==> src/rtl/ysyx_23060124_exu_mdu_if.sv <==
// Handshake bundle between the IDU-side issuer (master) and the execute unit (slave).
interface ysyx_23060124_exu_mdu_if #(
    parameter int XLEN = 32,
    parameter int OPW  = 5
);
    logic            i_valid;
    logic            o_ready;
    logic [OPW-1:0]  i_opt;
    logic [XLEN-1:0] i_src1;
    logic [XLEN-1:0] i_src2;
    logic            i_flush;
    logic            o_valid;
    logic            i_ready;
    logic [XLEN-1:0] o_res;
    logic            o_zero;
    logic            o_busy;

    modport master (
        output i_valid, i_opt, i_src1, i_src2, i_flush, i_ready,
        input  o_ready, o_valid, o_res, o_zero, o_busy
    );

    modport slave (
        input  i_valid, i_opt, i_src1, i_src2, i_flush, i_ready,
        output o_ready, o_valid, o_res, o_zero, o_busy
    );
endinterface

==> src/rtl/ysyx_23060124_exu_mdu.sv <==
// Execute unit: 1-cycle ALU/branch ops plus iterative shift-add multiply and restoring divide.
// Define YSYX_23060124_EXU_FAST_MUL_EN to make MUL* single-cycle via a combinational multiplier.
module ysyx_23060124_exu_mdu #(
    parameter int XLEN = 32,
    parameter int OPW  = 5,
    parameter int CNTW = $clog2(XLEN) + 1
) (
    input  logic clk,
    input  logic i_rst,
    ysyx_23060124_exu_mdu_if.slave bus
);
    localparam int SHW = $clog2(XLEN);
    localparam logic [OPW-1:0] OP_ADD  = OPW'(0),  OP_SUB    = OPW'(1),  OP_SLL  = OPW'(2);
    localparam logic [OPW-1:0] OP_SLT  = OPW'(3),  OP_SLTU   = OPW'(4),  OP_XOR  = OPW'(5);
    localparam logic [OPW-1:0] OP_SRL  = OPW'(6),  OP_SRA    = OPW'(7),  OP_OR   = OPW'(8);
    localparam logic [OPW-1:0] OP_AND  = OPW'(9),  OP_MUL    = OPW'(10), OP_MULH = OPW'(11);
    localparam logic [OPW-1:0] OP_MULHSU = OPW'(12), OP_MULHU = OPW'(13), OP_DIV = OPW'(14);
    localparam logic [OPW-1:0] OP_DIVU = OPW'(15), OP_REM    = OPW'(16), OP_REMU = OPW'(17);
    localparam logic [OPW-1:0] OP_BEQ  = OPW'(18), OP_BNE    = OPW'(19), OP_BLT  = OPW'(20);
    localparam logic [OPW-1:0] OP_BGE  = OPW'(21), OP_BLTU   = OPW'(22), OP_BGEU = OPW'(23);

    typedef enum logic [1:0] {IDLE, BUSY, DONE} state_t;

    state_t            state;
    logic [XLEN-1:0]   res, b_q;
    logic [2*XLEN-1:0] acc;
    logic [OPW-1:0]    op_q;
    logic              neg_q;
    logic [CNTW-1:0]   cnt;

    logic [OPW-1:0]  op;
    logic [XLEN-1:0] a, b, mag1, mag2, imm_res;
    logic [SHW-1:0]  sh;
    logic take, is_mul, is_div, is_rem, sgn1, sgn2, s1_neg, s2_neg, div_zero, div_ovf, go_busy;

    assign op = bus.i_opt;
    assign a  = bus.i_src1;
    assign b  = bus.i_src2;
    assign sh = b[SHW-1:0];

    // Flush wins over a new request, so ready drops while it is asserted.
    assign bus.o_ready = !bus.i_flush && (state == IDLE || (state == DONE && bus.i_ready));
    assign take        = bus.i_valid && bus.o_ready;
    assign bus.o_valid = (state == DONE);
    assign bus.o_busy  = (state == BUSY);
    assign bus.o_res   = res;
    assign bus.o_zero  = (res == '0);

    assign is_mul   = op inside {OP_MUL, OP_MULH, OP_MULHSU, OP_MULHU};
    assign is_div   = op inside {OP_DIV, OP_DIVU, OP_REM, OP_REMU};
    assign is_rem   = op inside {OP_REM, OP_REMU};
    assign sgn1     = op inside {OP_MULH, OP_MULHSU, OP_DIV, OP_REM};
    assign sgn2     = op inside {OP_MULH, OP_DIV, OP_REM};
    assign s1_neg   = sgn1 && a[XLEN-1];
    assign s2_neg   = sgn2 && b[XLEN-1];
    assign mag1     = s1_neg ? -a : a;
    assign mag2     = s2_neg ? -b : b;
    assign div_zero = is_div && (b == '0);
    assign div_ovf  = (op == OP_DIV || op == OP_REM) && (a == {1'b1, {(XLEN-1){1'b0}}}) && (b == '1);

`ifdef YSYX_23060124_EXU_FAST_MUL_EN
    logic [2*XLEN-1:0] prod_f;
    // Truncated product of sign/zero-extended operands is exact modulo 2^(2*XLEN).
    assign prod_f  = {{XLEN{s1_neg}}, a} * {{XLEN{sgn2 && b[XLEN-1]}}, b};
    assign go_busy = is_div && !div_zero && !div_ovf;
`else
    assign go_busy = is_mul || (is_div && !div_zero && !div_ovf);
`endif

    always_comb begin
        imm_res = '0;
        case (op)
            OP_ADD:  imm_res = a + b;
            OP_SUB:  imm_res = a - b;
            OP_SLL:  imm_res = a << sh;
            OP_SLT:  imm_res = XLEN'($signed(a) < $signed(b));
            OP_SLTU: imm_res = XLEN'(a < b);
            OP_XOR:  imm_res = a ^ b;
            OP_SRL:  imm_res = a >> sh;
            OP_SRA:  imm_res = $signed(a) >>> sh;
            OP_OR:   imm_res = a | b;
            OP_AND:  imm_res = a & b;
`ifdef YSYX_23060124_EXU_FAST_MUL_EN
            OP_MUL:  imm_res = prod_f[XLEN-1:0];
            OP_MULH, OP_MULHSU, OP_MULHU: imm_res = prod_f[2*XLEN-1:XLEN];
`endif
            OP_DIV, OP_DIVU: imm_res = div_zero ? '1 : a;
            OP_REM, OP_REMU: imm_res = div_zero ? a : '0;
            OP_BEQ:  imm_res = XLEN'(a == b);
            OP_BNE:  imm_res = XLEN'(a != b);
            OP_BLT:  imm_res = XLEN'($signed(a) < $signed(b));
            OP_BGE:  imm_res = XLEN'($signed(a) >= $signed(b));
            OP_BLTU: imm_res = XLEN'(a < b);
            OP_BGEU: imm_res = XLEN'(a >= b);
            default: imm_res = '0;
        endcase
    end

    // acc = {hi, lo}: product accumulator / multiplier for MUL*, remainder / quotient for DIV*.
    logic [XLEN:0]     add_s, rem_sh, diff;
    logic [2*XLEN-1:0] acc_nx, prod;
    logic [XLEN-1:0]   q_nx, r_nx, fin;

    assign add_s  = {1'b0, acc[2*XLEN-1:XLEN]} + (acc[0] ? {1'b0, b_q} : '0);
    assign rem_sh = {acc[2*XLEN-1:XLEN], acc[XLEN-1]};
    assign diff   = rem_sh - {1'b0, b_q};

    always_comb begin
        if (op_q inside {OP_MUL, OP_MULH, OP_MULHSU, OP_MULHU})
            acc_nx = {add_s, acc[XLEN-1:1]};
        else if (diff[XLEN])
            acc_nx = {rem_sh[XLEN-1:0], acc[XLEN-2:0], 1'b0};
        else
            acc_nx = {diff[XLEN-1:0], acc[XLEN-2:0], 1'b1};
    end

    assign prod = neg_q ? -acc_nx : acc_nx;
    assign q_nx = acc_nx[XLEN-1:0];
    assign r_nx = acc_nx[2*XLEN-1:XLEN];

    always_comb begin
        case (op_q)
            OP_MUL:          fin = prod[XLEN-1:0];
            OP_DIV, OP_DIVU: fin = neg_q ? -q_nx : q_nx;
            OP_REM, OP_REMU: fin = neg_q ? -r_nx : r_nx;
            default:         fin = prod[2*XLEN-1:XLEN];
        endcase
    end

    always_ff @(posedge clk or posedge i_rst) begin
        if (i_rst) begin
            state <= IDLE;
            res   <= '0;
            cnt   <= '0;
            acc   <= '0;
            b_q   <= '0;
            op_q  <= '0;
            neg_q <= 1'b0;
        end else if (bus.i_flush) begin
            state <= IDLE;
            cnt   <= '0;
        end else begin
            case (state)
                IDLE, DONE: begin
                    if (take) begin
                        op_q <= op;
                        if (go_busy) begin
                            acc   <= {{XLEN{1'b0}}, mag1};
                            b_q   <= mag2;
                            neg_q <= is_rem ? s1_neg : (s1_neg ^ s2_neg);
                            cnt   <= CNTW'(XLEN);
                            state <= BUSY;
                        end else begin
                            res   <= imm_res;
                            state <= DONE;
                        end
                    end else if (state == DONE && bus.i_ready) begin
                        state <= IDLE;
                    end
                end
                BUSY: begin
                    acc <= acc_nx;
                    cnt <= cnt - CNTW'(1);
                    if (cnt == CNTW'(1)) begin
                        res   <= fin;
                        state <= DONE;
                    end
                end
                default: state <= IDLE;
            endcase
        end
    end
endmodule

==> src/flat_wrapper.sv <==
// flat-port wrapper written by rule: the top's interface ports become plain ports
module ysyx_23060124_exu_mdu_flat 
#(
    parameter int XLEN = 32,
    parameter int OPW  = 5,
    parameter int CNTW = $clog2(XLEN) + 1
)
  (clk, i_rst, bus_i_valid, bus_i_opt, bus_i_src1, bus_i_src2, bus_i_flush, bus_i_ready, bus_o_ready, bus_o_valid, bus_o_res, bus_o_zero, bus_o_busy);
  ysyx_23060124_exu_mdu_if #(.XLEN(XLEN), .OPW(OPW)) bus_i ();
  input  logic clk;
  input  logic i_rst;
  input wire logic [$bits(bus_i.i_valid)-1:0] bus_i_valid;
  input wire logic [$bits(bus_i.i_opt)-1:0] bus_i_opt;
  input wire logic [$bits(bus_i.i_src1)-1:0] bus_i_src1;
  input wire logic [$bits(bus_i.i_src2)-1:0] bus_i_src2;
  input wire logic [$bits(bus_i.i_flush)-1:0] bus_i_flush;
  input wire logic [$bits(bus_i.i_ready)-1:0] bus_i_ready;
  output wire logic [$bits(bus_i.o_ready)-1:0] bus_o_ready;
  output wire logic [$bits(bus_i.o_valid)-1:0] bus_o_valid;
  output wire logic [$bits(bus_i.o_res)-1:0] bus_o_res;
  output wire logic [$bits(bus_i.o_zero)-1:0] bus_o_zero;
  output wire logic [$bits(bus_i.o_busy)-1:0] bus_o_busy;
  assign bus_i.i_valid = bus_i_valid;
  assign bus_i.i_opt = bus_i_opt;
  assign bus_i.i_src1 = bus_i_src1;
  assign bus_i.i_src2 = bus_i_src2;
  assign bus_i.i_flush = bus_i_flush;
  assign bus_i.i_ready = bus_i_ready;
  assign bus_o_ready = bus_i.o_ready;
  assign bus_o_valid = bus_i.o_valid;
  assign bus_o_res = bus_i.o_res;
  assign bus_o_zero = bus_i.o_zero;
  assign bus_o_busy = bus_i.o_busy;
  ysyx_23060124_exu_mdu #(.XLEN(XLEN), .OPW(OPW), .CNTW(CNTW)) u_core (.clk(clk), .i_rst(i_rst), .bus(bus_i));
endmodule
==> config.mk <==
export PLATFORM = sky130hd
export DESIGN_NAME = ysyx_23060124_exu_mdu_flat
export DESIGN_NICKNAME = d
export VERILOG_FILES = /design/src/rtl/ysyx_23060124_exu_mdu_if.sv /design/src/rtl/ysyx_23060124_exu_mdu.sv /design/src/flat_wrapper.sv
export SDC_FILE = /design/constraint.sdc
export NUM_CORES = 1
export LEC_CHECK = 0
export CAP_MARGIN = 20
export CORE_AREA = 8 8 218 220
export DETAILED_ROUTE_END_ITERATION = 8
export DIE_AREA = 0 0 226 228
export PLACE_DENSITY = 0.78
export REMOVE_ABC_BUFFERS = 1
export SYNTH_ARGS = -nofsm -noshare
export SYNTH_HDL_FRONTEND = slang
export SYNTH_SLANG_ARGS = --single-unit
export TNS_END_PERCENT = 30
==> constraint.sdc <==
create_clock -name clk -period 6.15 [get_ports clk]
set_clock_uncertainty 0.2 [all_clocks]
set_input_delay 0.9225 -clock clk [delete_from_list [all_inputs] [get_ports clk]]
set_output_delay 0.9225 -clock clk [all_outputs]
set_load 0.05 [all_outputs]
=== After elaboration in Yosys (flattened, before gate mapping) ===
Cells that the tools add are included.

* Add/subtract/negate cells: 10
* Magnitude comparators: 4
* Equal/unequal tests: 46
* Shifts and indexed selects: 3
* Mux-type cells: 30
* Bitwise gates (word level): 5
* Reduce and logical (&&, ||, !) cells: 41

{| class="wikitable"
|+ Operators with widths
! cell !! number
|-
| one-hot mux 32 bit (16 select lines) || 1
|-
| 2-to-1 mux 32 bit || 10
|-
| 2-to-1 mux 64 bit || 5
|-
| negator 32 bit || 4
|-
| one-hot mux 64 bit (2 select lines) || 1
|-
| one-hot mux 32 bit (3 select lines) || 1
|-
| == test 5 x 4 -> 1 bit, second input constant || 14
|-
| == test 32 bit, second input constant || 2
|-
| >= comparator 32 bit || 2
|-
| zero test 32 bit || 2
|-
| less-than comparator 32 bit || 2
|-
| negator 64 bit || 1
|-
| one-hot mux 32 bit (2 select lines) || 1
|-
| == test 5 bit, second input constant || 10
|-
| adder 32 x 33 -> 33 bit || 1
|-
| subtractor 33 x 32 -> 33 bit || 1
|-
| adder 32 bit || 1
|-
| AND 32 bit || 1
|-
| == test 32 bit || 1
|-
| inequality test 32 bit || 1
|-
| OR 32 bit || 1
|-
| left shift 32 x 5 -> 32 bit || 1
|-
| right shift 32 x 5 -> 32 bit || 1
|-
| >>> shifter 32 x 5 -> 32 bit || 1
|-
| 33 further kinds || 73
|}

* Register bits: 142
* Output and inout bits: 36
* Logic and storage cells: 146

=== Logic depth before layout (Yosys ltp) ===
* Word-level depth: 11
* Mapped depth: 23
* Depth with buffers taken out: 22

=== Worst setup path before layout ===
Ideal clock, no wire load.

* Path kind: input-to-reg
* From: in bus_i_src2[2]
* To: reg u_core.res[30] (netlist: u_core.bus.o_res[30])
* Library setup time: 101 ps
* Data arrival time: 5601 ps
* Setup slack: 249 ps
* Cell stages on the path: 19
* Buffers on the path: 4
* Path through: clkbuf_1 > inv_2 > buf_1 > buf_1 > clkbuf_1 > ha_1 > nand2b_1 > a21oi_1 > o21bai_1 > a2111oi_0 > nor2_1 > o31ai_1 > a211oi_1 > o21ai_0 > a31o_2 > o21ba_2 > o311ai_0 > nor2_1 > nor4_1

* Longest elaborated chain between the ends: 8
* Elaborated cells on any way between the ends: 22
* Those cells by class: add/sub: 2; eq/ne: 2; shift: 3; mux: 6; reduce/logical: 9

{| class="wikitable"
|+ RTL lines
! element !! line !! text
|-
| from (decl) || flat_wrapper.sv:15 || <nowiki>input wire logic [$bits(bus_i.i_src2)-1:0] bus_i_src2;</nowiki>
|-
| parallel branches: the longest is 8 deep, another holds subtractor 32 bit || - ||
|-
| to (signal assigned) || ysyx_23060124_exu_mdu.sv:154 || <nowiki>res <= imm_res;</nowiki>
|-
| to (signal assigned) || ysyx_23060124_exu_mdu.sv:165 || <nowiki>res <= fin;</nowiki>
|-
| to (decl) || ysyx_23060124_exu_mdu.sv:25 || <nowiki>logic [XLEN-1:0] res, b_q;</nowiki>
|}

Several ways; the timed one is not identified. The select of a mux whose other input is x is not followed.
A chain may end at the register's enable or synchronous reset.

=== Worst setup path after layout ===
* From: reg u_core.acc[0]
* To: reg u_core.res[31] (netlist: u_core.bus.o_res[31])

* Longest elaborated chain between the ends: 8
* Elaborated cells on any way between the ends: 13
* Those cells by class: add/sub: 4; mux: 9

{| class="wikitable"
|+ RTL lines
! element !! line !! text
|-
| from (decl) || ysyx_23060124_exu_mdu.sv:26 || <nowiki>logic [2*XLEN-1:0] acc;</nowiki>
|-
| from (signal assigned) || ysyx_23060124_exu_mdu.sv:148 || <nowiki>acc <= {{XLEN{1'b0}}, mag1};</nowiki>
|-
| from (signal assigned) || ysyx_23060124_exu_mdu.sv:162 || <nowiki>acc <= acc_nx;</nowiki>
|-
| 2-to-1 mux 32 bit || ysyx_23060124_exu_mdu.sv:104 || <nowiki>assign add_s = {1'b0, acc[2*XLEN-1:XLEN]} + (acc[0] ? {1'b0, b_q} : '0);</nowiki>
|-
| adder 32 x 33 -> 33 bit || ysyx_23060124_exu_mdu.sv:104 ||
|-
| 2-to-1 mux 64 bit * || ysyx_23060124_exu_mdu.sv:109 || <nowiki>if (op_q inside {OP_MUL, OP_MULH, OP_MULHSU, OP_MULHU})</nowiki>
|-
| negator 64 bit, or another cell as far along || ysyx_23060124_exu_mdu.sv:117 || <nowiki>assign prod = neg_q ? -acc_nx : acc_nx;</nowiki>
|-
| 2-to-1 mux 64 bit, or another cell as far along || ysyx_23060124_exu_mdu.sv:117 ||
|-
| one-hot mux 32 bit (3 select lines) * || ysyx_23060124_exu_mdu.sv:122 || <nowiki>case (op_q)</nowiki>
|-
| 2-to-1 mux 32 bit * || ysyx_23060124_exu_mdu.sv:164 || <nowiki>if (cnt == CNTW'(1)) begin</nowiki>
|-
| one-hot mux 32 bit (2 select lines) * || ysyx_23060124_exu_mdu.sv:143 || <nowiki>case (state)</nowiki>
|}

Mark *: on every way between the ends. The rest lies on a longest branch, timed or not. The select of a mux whose other input is x is not followed.

==> results.tsv <==
metric	value	unit
outcome	finished with violations	
violations	slew limit	
drive_gt1_share	9.65	%
synth_cell_types	97	
gr-usage-met3	15.5	%
layout_common_cells	nor2_1 (348), a21oi_1 (341), nand2_1 (304), o21ai_0 (294), buf_4 (169)	
clockBufferDepth	2	
regToRegSetupSlack	0.11	ns
drt_iter0_markers	5014	
layout_commonest_cell	nor2_1	
arrival	6.16	ns
fin_cells	4026	
crit_fanout	21	
cts_sinks	142	
critical_path.startpoint_type	flip-flop	
clk_latency	0.46	ns
ant_nets	0	
grt.busiest_layer	met2	
dpl.hpwl	95000	um
antenna_found_initial	9	
drtPass1Iterations	8	
max_freq	0.166	GHz
numCtsBuffers	17	
fin_crit_sh	98.2	%
crit_required	6.27	ns
clk_pin_slew	0.07	ns
hold_viol_final	0	
syn_area	23900	um2
avgSynthCellArea	7.09	um2
grt_setup_unrepaired	false	
worstSetupPathType	flip-flop to flip-flop	
holdBufCountCts	0	
grt_max_degree	100	
port_buffers	109	
synthTopCellsByArea	dfrtp_1 (15%), ha_1 (8.8%), a21oi_1 (7.1%)	
vias	29696	
finalMaxSlewViolations	1	
tightest_slew	1.67	ns
nFillCells	4040	
powerDensity	362	nW/um2
worstHoldStart	u_core.acc[31]	
endpoint_kind	flip-flop	
die_x	226	um
grtUsageMet2	68.2	%
chipHeight	228	um
grt_pass1_vias	27867	
synthFlopType	dfrtp_1	
netlist.area_leader.share	14.9	%
drc_errors	0	
grt_usage	46.3	%
start_util	54.5	%
ys_seq_elements	142	
setup_violations	0	
grt_pass1_wl	181000	um
drv_cap	0	
synth_top_area_cell	dfrtp_1	
total_power	9700	uW
syn_inst	3371	
p_leak	0.0114	uW
via_per_inst	7.38	
met1_usage	53.9	%
ys.warnings.count	0	
area_delta_synth_final	12.0	%
hold_class	flip-flop to flip-flop	
synthArstFlopShare	100	%
timing.setup.tns	0	ns
startpoint	u_core.acc[0]	
core_area	43800	um2
synth_seq_area_share	14.9	%
cts_root_buf	clkbuf_16	
dp_cells	3987	
place.gp.congestion	1.16	
cts_tree	built	
rows	77	
worstReg2RegStart	u_core.acc[0]	
fin_crit	6.04	ns
ios	110	
wire_per_inst	30.8	um
dieArea	51500	um2
nets	3664	
vdd_drop_max	0.269	mV
max_slew_margin	-11.5	%
htreeDepth	4	
overflow	0	
synth_edf_count	0	
totalWireLength	124000	um
-- stage by stage --
stage	utilization, %	hold WS, ns	area, um2	worst slack [ns]
2_1_floorplan	-	0.244	22900	-1.32
3_3_place_gp	59.5	0.268	26100	0.153
3_5_place_dp	59.5	0.290	26100	-0.126
4_1_cts	60.9	0.307	26700	0.0538
5_1_grt	61.1	0.323	26800	0.0115
6_report	61.1	0.311	26800	0.112
-- critical path, cell delays in order, from the launching register on --
cell       delay (ns)
dfrtp_1          0.81
buf_4            0.37
and2_1           0.23
ha_1             0.32
and4_1           0.31
and3_1           0.22
o2111ai_1        0.17
nand3_1          0.31
o21a_1           0.34
o211ai_1         0.25
a211oi_1         0.19
nor4_4           0.59
nand4_4          0.22
or4_4            0.62
o41ai_2          0.33
xnor2_1          0.26
o211ai_1         0.15
-- what timing repair did --
item / in CTS / in global routing
buffers inserted: 0 / 1
gates cloned: 0 / 0
resized for setup: 1 / 9
endpoints found under the setup margin: 1 / 18
pin swaps: 0 / 3
-- registers in the layout, indices dropped and copies added (netlist names) --
signal,flops
u_core.neg_q,1
u_core.op_q,5
u_core.state,2
u_core.bus.o_res,32
u_core.b_q,32
u_core.cnt,6
u_core.acc,64
-- final timing paths --
check,end,cells past startpoint
hold / removal,u_core.acc[31],2
hold reg to reg,u_core.acc[31],2
setup reg to reg,u_core.bus.o_res[31],16
max in group asynchronous,u_core.neg_q,3
setup / recovery,u_core.bus.o_res[31],16
min in group asynchronous,u_core.acc[48],2
-- cell usage after synthesis, types with 14 or more instances --
master	n
o21ai_0	295
and3_1	31
nand4_1	39
dfrtp_1	142
o21bai_1	31
nand2b_1	30
a21o_1	51
o21a_1	20
mux4_2	40
o31ai_1	28
nor4_1	37
nor2b_1	18
mux2_2	15
buf_1	30
a31oi_1	54
inv_1	158
ha_1	168
nand3_1	106
and2_1	51
a211o_1	16
clkbuf_1	214
o22ai_1	19
nand2_1	305
nor2_1	350
o41ai_1	14
o2111ai_1	21
a221o_1	25
or3_1	35
xor2_1	49
nor3_1	70
a21oi_1	341
o211ai_1	43
o221ai_1	24
xnor2_1	116
a221oi_1	24
a22oi_1	24
mux2i_1	89
a211oi_1	41
-- area by class of cell --
| class | instances | area (um2) | share of cell area, % |
|---|---|---|---|
| timing repair buffer | 283 | 2410 | 9.02 |
| antenna | 3 | 7.51 | 0.0280 |
| tap | 592 | 741 | 2.77 |
| sequential | 142 | 3550 | 13.3 |
| clock buffer | 18 | 439 | 1.64 |
| clock inverter | 14 | 183 | 0.682 |
| multi-input combinational | 2813 | 18800 | 70.3 |
| inverter | 161 | 609 | 2.28 |
-- per-layer routing --
layer / wire length [um] / share of wire [%] / vias up
met3: 17300 / 14 / 737
met1: 42200 / 34 / 13837
met4: 13100 / 11 / 6
met5: 40 / 0.032 / -
li1: - / - / 12538
met2: 51300 / 41 / 2578
-- power breakdown --
group	internal, uW	switching [uW]
Clock	657	482
Sequential	1210	383
Combinational	2370	4600
Total	4230	5470
-- cell families after synthesis --
family | after synthesis | share of synthesized area (%)
flops | 142 | 14.9
mux | 145 | 8.25
simple gates | 1144 | 23.0
xor+xnor | 165 | 6.05
fa+ha+maj | 172 | 9.13
compound gates | 1187 | 32.0
buf+inv | 416 | 6.75
Power figures use the tool's default switching activity.
